==> config.mk <==
export PLATFORM = sky130hd
export DESIGN_NAME = hazard_unit
export DESIGN_NICKNAME = d
export VERILOG_FILES = /design/src/rtl/pipeline_pkg.sv /design/src/rtl/hazard_unit_fwd_sel.sv /design/src/rtl/hazard_unit.sv
export SDC_FILE = /design/constraint.sdc
export NUM_CORES = 1
export LEC_CHECK = 0
export ABC_CLOCK_PERIOD_IN_PS = 3010
export BUFFER_PORTS_ARGS = -buffer_cell sky130_fd_sc_hd__buf_2
export CAP_MARGIN = 30
export CORE_MARGIN = 2
export CORE_UTILIZATION = 30
export CTS_CLUSTER_SIZE = 28
export DETAILED_ROUTE_END_ITERATION = 12
export PLACE_DENSITY = 0.64
export SLEW_MARGIN = 15
export SYNTH_ARGS = -nofsm -noshare
export SYNTH_HDL_FRONTEND = slang
export SYNTH_SLANG_ARGS = --single-unit
==> constraint.sdc <==
create_clock -name clk -period 3.01 [get_ports clk]
set_input_delay 0.7525 -clock clk [delete_from_list [all_inputs] [get_ports clk]]
set_output_delay 0.7525 -clock clk [all_outputs]
set_load 0.005 [all_outputs]
==> src/rtl/pipeline_pkg.sv <==
// Shared types and encodings for the RV32I pipeline control logic.
package pipeline_pkg;

    typedef enum logic [1:0] {
        IDLE   = 2'd0,
        REFILL = 2'd1,
        FILL   = 2'd2
    } hz_state_t;

    localparam logic [1:0] FWD_REG     = 2'b00;
    localparam logic [1:0] FWD_W       = 2'b01;
    localparam logic [1:0] FWD_M       = 2'b10;
    localparam logic [1:0] RESULT_LOAD = 2'b01;

endpackage

==> src/rtl/hazard_unit_fwd_sel.sv <==
// EX-stage operand forward select for one source register; M-stage result wins over W.
module fwd_sel
    import pipeline_pkg::*;
(
    input  logic [4:0] rs_e_i,
    input  logic [4:0] rd_m_i,
    input  logic [4:0] rd_w_i,
    input  logic       reg_write_m_i,
    input  logic       reg_write_w_i,
    output logic [1:0] fwd_o
);

    always_comb begin
        fwd_o = FWD_REG;
        if (reg_write_m_i && (rd_m_i != 5'd0) && (rd_m_i == rs_e_i)) begin
            fwd_o = FWD_M;
        end else if (reg_write_w_i && (rd_w_i != 5'd0) && (rd_w_i == rs_e_i)) begin
            fwd_o = FWD_W;
        end
    end

endmodule

==> src/rtl/hazard_unit.sv <==
// Pipeline hazard controller: stall/flush/forward generation plus a data-cache
// refill FSM that freezes every pipeline register while a line is fetched.
module hazard_unit
    import pipeline_pkg::*;
#(
    parameter int LINE_WORDS = 4
) (
    input  logic                          clk,
    input  logic                          rst,
    input  logic [4:0]                    Rs1D,
    input  logic [4:0]                    Rs2D,
    input  logic [4:0]                    Rs1E,
    input  logic [4:0]                    Rs2E,
    input  logic [4:0]                    RdE,
    input  logic [4:0]                    RdM,
    input  logic [4:0]                    RdW,
    input  logic                          RegWriteM,
    input  logic                          RegWriteW,
    input  logic [1:0]                    ResultSrcE,
    input  logic                          PCSrcE,
    input  logic                          MissM,
    input  logic                          mem_rvalid,
    output logic                          StallF,
    output logic                          StallD,
    output logic                          StallE,
    output logic                          StallM,
    output logic                          StallW,
    output logic                          FlushD,
    output logic                          FlushE,
    output logic [1:0]                    ForwardAE,
    output logic [1:0]                    ForwardBE,
    output logic                          mem_req,
    output logic [$clog2(LINE_WORDS)-1:0] refill_idx,
    output logic                          line_done,
    output logic [31:0]                   miss_count
);

    localparam int IW = $clog2(LINE_WORDS);
    localparam logic [IW-1:0] LAST_BEAT = IW'(LINE_WORDS - 1);

    hz_state_t     state_q, state_d;
    logic [IW-1:0] beat_cnt_q, beat_cnt_d;
    logic [31:0]   miss_count_q, miss_count_d;
    logic          miss_stall;
    logic          lw_stall;

    always_ff @(posedge clk) begin
        if (rst) begin
            state_q      <= IDLE;
            beat_cnt_q   <= '0;
            miss_count_q <= '0;
        end else begin
            state_q      <= state_d;
            beat_cnt_q   <= beat_cnt_d;
            miss_count_q <= miss_count_d;
        end
    end

    always_comb begin
        state_d      = state_q;
        beat_cnt_d   = beat_cnt_q;
        miss_count_d = miss_count_q;
        unique case (state_q)
            IDLE: begin
                if (MissM) begin
                    state_d      = REFILL;
                    miss_count_d = miss_count_q + 32'd1;
                end
            end
            REFILL: begin
                if (mem_rvalid) begin
                    if (beat_cnt_q == LAST_BEAT) begin
                        state_d    = FILL;
                        beat_cnt_d = '0;
                    end else begin
                        beat_cnt_d = beat_cnt_q + 1'b1;
                    end
                end
            end
            FILL:    state_d = IDLE;
            default: state_d = IDLE;
        endcase
    end

    // A taken branch squashes Decode, so it masks the load-use stall; a miss
    // freezes everything including a pending branch until the line is in.
    assign miss_stall = MissM | (state_q != IDLE);
    assign lw_stall   = (ResultSrcE == RESULT_LOAD) & (RdE != 5'd0)
                      & ((RdE == Rs1D) | (RdE == Rs2D)) & ~PCSrcE;

    assign StallF = miss_stall | lw_stall;
    assign StallD = miss_stall | lw_stall;
    assign StallE = miss_stall;
    assign StallM = miss_stall;
    assign StallW = miss_stall;
    assign FlushD = ~miss_stall & PCSrcE;
    assign FlushE = ~miss_stall & (lw_stall | PCSrcE);

    fwd_sel u_fwd_a (
        .rs_e_i        (Rs1E),
        .rd_m_i        (RdM),
        .rd_w_i        (RdW),
        .reg_write_m_i (RegWriteM),
        .reg_write_w_i (RegWriteW),
        .fwd_o         (ForwardAE)
    );

    fwd_sel u_fwd_b (
        .rs_e_i        (Rs2E),
        .rd_m_i        (RdM),
        .rd_w_i        (RdW),
        .reg_write_m_i (RegWriteM),
        .reg_write_w_i (RegWriteW),
        .fwd_o         (ForwardBE)
    );

    assign mem_req    = (state_q == REFILL);
    assign line_done  = (state_q == FILL);
    assign refill_idx = beat_cnt_q;
    assign miss_count = miss_count_q;

endmodule
### After elaboration in Yosys (flattened, before gate mapping)

Cells that the tools add are included.

| cells by class | value |
|---|---|
| add/subtract/negate cells | 2 |
| eq/ne operators | 13 |
| muxes and demuxes | 9 |
| bitwise gates (word level) | 11 |
| reduce and logical (&&, ||, !) cells | 14 |

Operator list:

| kind | number |
|---|---|
| $add 32x1->32 const B | 1 |
| $eq 5x5->1 | 6 |
| $reduce_bool 5->1 | 3 |
| $mux 2 | 6 |
| $logic_and 1x1->1 | 6 |
| $and 1x1->1 | 5 |
| $eq 2x1->1 const B | 2 |
| $eq 2x2->1 const B | 2 |
| $ne 2x2->1 const B | 2 |
| $or 1x1->1 | 4 |
| $pmux 2 s2 | 1 |
| $reduce_and 2->1 | 2 |
| $reduce_and 3->1 | 1 |
| $add 2x1->2 const B | 1 |
| $logic_not 2->1 | 1 |
| $mux 1 | 2 |
| $ne 2x1->1 const B | 1 |
| $not 1->1 | 2 |
| $reduce_bool 2->1 | 1 |

| storage, ports and cells | value |
|---|---|
| bits in registers | 36 |
| input bits | 44 |
| output and inout port bits | 47 |

### Logic depth before layout (Yosys ltp)

| depth | value |
|---|---|
| word-level depth | 6 |
| depth in mapped cells | 6 |

### Modules after synthesis

Synthesis repeated with hierarchy kept, for this count alone.

| second synthesis, totals | value |
|---|---|
| cell total of the unflattened synthesis | 267 |
| area total of the unflattened synthesis | 2264.7 µm² |

Modules (own cells, without submodules):

| module | instances | cells an instance | area each (µm²) | sequential area each (µm²) |
|---|---|---|---|---|
| hazard_unit | 1 | 227 | 1961.9 | 720.7 |
| fwd_sel | 2 | 20 | 151.4 | 0.0 |

### Worst setup path before layout

No wires, ideal clock.

| timing path | value |
|---|---|
| path kind | input port to output port |
| from | input RdM[0] |
| to | output ForwardAE[0] |
| data arrival time | 1880 ps |
| setup slack | 378 ps |
| cell stages on the path | 4 |
| path buffers | 0 |
| path through | or4_1 o21ai_0 nor4_1 nor4_1 |

| on the way | value |
|---|---|
| cells in the longest elaborated chain, start to end | 4 |

Ends and longest elaborated chain:

| item | line | text |
|---|---|---|
| start: declaration | hazard_unit.sv:15 | `input logic [4:0] RdM,` |
| $reduce_bool 5->1 | hazard_unit_fwd_sel.sv:15 | `if (reg_write_m_i && (rd_m_i != 5'd0) && (rd_m_i == rs_e_i)) begin` |
| $logic_and 1x1->1 | hazard_unit_fwd_sel.sv:15 |  |
| $logic_and 1x1->1 * | hazard_unit_fwd_sel.sv:15 |  |
| $mux 2 * | hazard_unit_fwd_sel.sv:15 |  |
| end: declaration | hazard_unit.sv:30 | `output logic [1:0] ForwardAE,` |

Every way passes the cells marked *; elsewhere a longest branch is shown, timed or not.

### Worst setup path after layout

Ends and elaborated chain as after synthesis.

==> impl_metrics.csv <==
group,metric,value,unit
synthesis,postSynthAreaPerCell,8.34,um^2
global_routing,grt_max_degree,40,
drt,remaining_drc_errors,0,
power_and_ir_drop,power_switching_share,20.9,%
synthesis,synth_cell_types,38,
synthesis,ys_warn_count,0,
clock_tree,cts_tree,"built",
die,pin_count,91,
run,max_cap_violations,0,
drt,drt-pass1-iter-count,4,
sta,relSlewSlack,52.6,%
clock_tree,clockRootBuffer,"clkbuf_8",
power_and_ir_drop,p_int,0.000954,W
setup_path,cp-start-kind,"input port",
setup_path,crit_required,2.26,ns
place,dp_hpwl,4.07,mm
synthesis,synth.area.top_cells,"dfxtp_1 (34%), xor2_1 (13%), or4_1 (6.0%)",
power_and_ir_drop,sequentialPowerShare,40.3,%
clock_tree,cts_buffers,5,
synthesis,synth_area_leader_cell,"dfxtp_1",
global_routing,track_usage,13.7,%
die,dieWidth,88.4,um
final_layout,antenna_cells,0,
synthesis,synth_edf_count,0,
global_routing,grt_pass1_wl,8.60,mm
global_routing,grt_antenna_before_repair,0,
drt,finalWirelength,5.48,mm
setup_path,critical_path_class,"in -> out",
clock_tree,clock_sinks,36,
final_layout,design_area,0.00280,mm^2
global_routing,grt_pass1_vias,2013,
sta,timing.setup.tns,0,ns
synthesis,synth-main-ff-cell,"dfxtp_1",
synthesis,synth-seq-area-share,33.7,%
synthesis,netlist_top_cells_count,"dfxtp_1 (36), xor2_1 (32), nor2_1 (21), a21oi_1 (19)",
place,dpl-instance-area,0.00265,mm^2
die,num_rows,30,
setup_path,crit_arrival,2.15,ns
final_layout,drive_gt1_share,30.1,%
power_and_ir_drop,clkPwrFrac,49.7,%
sta,worstMarginPinSlew,0.711,ns
die,die_h,88.4,um
power_and_ir_drop,cellLeakagePower,1.17,nW
status,status,"complete, no violations",
sta,finClkSkew,0.00637,ns
synthesis,synth_seq_cells,36,
synthesis,netlist_instances,256,
clock_tree,ctsHtreeMaxLevel,2,
clock_tree,cts_setup_buffers,0,
synthesis,syn-cell-area,0.00214,mm^2
clock_tree,cts_buffer_depth,2,
place,gp_congestion,0.736,
hold_path,hold_path.class,"reg -> reg",
sta,fmax,345,MHz
synthesis,netlist.area_leader.share,33.7,%
final_layout,area_growth,31.3,%
clock_tree,clk_pin_slew,0.08,ns
hold_path,min_path_cells,2,
power_and_ir_drop,ir_drop,0.000335,V
die,core,0.00683,mm^2
sta,drv_slew,0,
setup_path,rrSetupSlack,0.83,ns
synthesis,async_flop_share,0,%
setup_path,timing.critical_path.from,"RdM[0]",
setup_path,endpoint_kind,"primary output",
power_and_ir_drop,netSwitchingPower,0.000253,W
setup_path,r2r-start,"miss_count[7]$_SDFFE_PP0P_",
drt,vias_per_cell,5.02,
sta,setup_viol,0,
clock_tree,clk_latency,0.29,ns
power_and_ir_drop,combPwrFrac,9.9,%
drt,num_vias,2198,
drt,ant_nets,0,
sta,hold_viol,0,
sta,rsz0062_at_grt,"no",
sta,fin_crit_sh,96.4,%
sta,min_period,2.90,ns
power_and_ir_drop,powerDensity,430,mW/mm^2
die,start_util,31.3,%
die,dieArea,0.00781,mm^2
setup_path,crit_path_end,"ForwardAE[0]",
final_layout,nFillCells,716,
setup_path,critical_path_peak_fanout,3,
setup_path,r2r_cells,4,
final_layout,fin_nets,387,
drt,routedWlPerCell,12.5,um
place,numPortBuffers,90,
setup_path,r2r-end,"miss_count[30]$_SDFFE_PP0P_",
drt,first_iter_violations,57,
synthesis,yosysMostFrequentCell,"dfxtp_1",
synthesis,syn-num-nets,302,
global_routing,grt_overflow,0,
## logic make-up (layout without fill, tap and decap cells)
kind of cell    count (synthesis)  in the layout  synth area share (%)
flops                          36             36                  33.7
compound gates                 42             42                  11.7
xor+xnor                       41             41                  16.8
buf+inv                        18            104                  4.10
mux                             4              4                  2.05
fa+ha+maj                       2              2                  1.17
simple gates                  113            113                  30.4
## worst min-delay path by stage
| stage | start | endpoint | slack, ns |
|---|---|---|---|
| finish | refill_idx[1]$_SDFFE_PP0P_ | refill_idx[1]$_SDFFE_PP0P_ | 0.49 |
| floorplan | refill_idx[1]$_SDFFE_PP0P_ | refill_idx[1]$_SDFFE_PP0P_ | 0.47 |
| global route | miss_count[22]$_SDFFE_PP0P_ | miss_count[22]$_SDFFE_PP0P_ | 0.51 |
| global placement | refill_idx[1]$_SDFFE_PP0P_ | refill_idx[1]$_SDFFE_PP0P_ | 0.46 |
| detailed placement | miss_count[22]$_SDFFE_PP0P_ | miss_count[22]$_SDFFE_PP0P_ | 0.48 |
| CTS | miss_count[22]$_SDFFE_PP0P_ | miss_count[22]$_SDFFE_PP0P_ | 0.49 |
## final cells by class
cell class / instances / area (um^2) / area share, %
clock buffer: 5 / 68.8 / 2.45
clock inverter: 3 / 90.1 / 3.21
timing repair buffer: 91 / 458 / 16.3
inverter: 5 / 18.8 / 0.669
sequential: 36 / 721 / 25.7
multi-input combinational: 202 / 1330 / 47.3
tap: 96 / 120 / 4.28
## power by group through the flow
stage	combinational [W]	clock, W	sequential, W
after floorplan	0.0000618	0	0.000497
after global placement	0.000119	0	0.000498
after detailed placement	0.000121	0	0.000498
after CTS	0.000122	0.000615	0.000487
after global routing	0.000135	0.000631	0.000488
final	0.000120	0.000600	0.000487
## per-stage QoR
| stage | setup WS, ns | power, W | hold slack [ns] | utilization, % | instances |
|---|---|---|---|---|---|
| 6_report | 0.108 | 0.00121 | 0.490 | 41.0 | 438 |
| 5_1_grt | 0.0171 | 0.00125 | 0.513 | 41.0 | 438 |
| 4_1_cts | 0.0161 | 0.00122 | 0.491 | 41.0 | 438 |
| 3_5_place_dp | 0.0164 | 0.000619 | 0.477 | 38.7 | 430 |
| 3_3_place_gp | 0.0760 | 0.000617 | 0.462 | 38.7 | 430 |
| 2_1_floorplan | 0.378 | 0.000559 | 0.469 | - | 256 |
## metal layers
| layer | share of wire (%) | GRT usage [%] | vias to the layer above |
|---|---|---|---|
| li1 | - | - | 1108 |
| met1 | 43 | 15.9 | 1015 |
| met2 | 49 | 24.5 | 73 |
| met3 | 7.2 | 3.54 | 2 |
| met4 | 0.69 | 4.27 | 0 |
| met5 | 0 | 0 | - |
## registers in the layout, summed over array words and instances, names as in the netlist
signal and flops:
miss_count 32, refill_idx 2, state_q 2
## repair_timing
action | in CTS | in global routing
hold buffers | 0 | 0
resized for setup | 0 | 1
setup endpoints to repair | 0 | 1
hold endpoints to repair | 0 | 0
## critical path, cell delays in order
cell     delay [ns]
buf_2          0.12
or4_1          0.51
o21ai_1        0.20
nor4_1         0.10
nor4_1         0.30
buf_2          0.17
## layout by cell type, fill, tap and decap left out
cell,n
nor2b_1,4
xor2_1,32
clkbuf_8,5
nor4bb_1,1
inv_1,5
dfxtp_1,36
nand2_1,13
mux2i_1,1
nand2b_1,1
or4_1,17
and2_1,1
xnor2_1,9
nand4bb_1,1
mux2_2,1
buf_4,1
nand3_1,17
or4_4,1
bufinv_16,3
o21ai_1,1
o31ai_1,12
and4_1,3
nor3b_1,2
or2_2,1
a21oi_1,19
nor4_1,7
nand4_1,8
ha_1,2
mux2_1,2
buf_2,90
nor4b_1,1
nor2_1,21
o21ai_0,7
nand4_2,1
and3_1,3
a22oi_1,1
or3_1,6
o41ai_1,2
nor3_1,4
(Power assumes the default switching activity.)
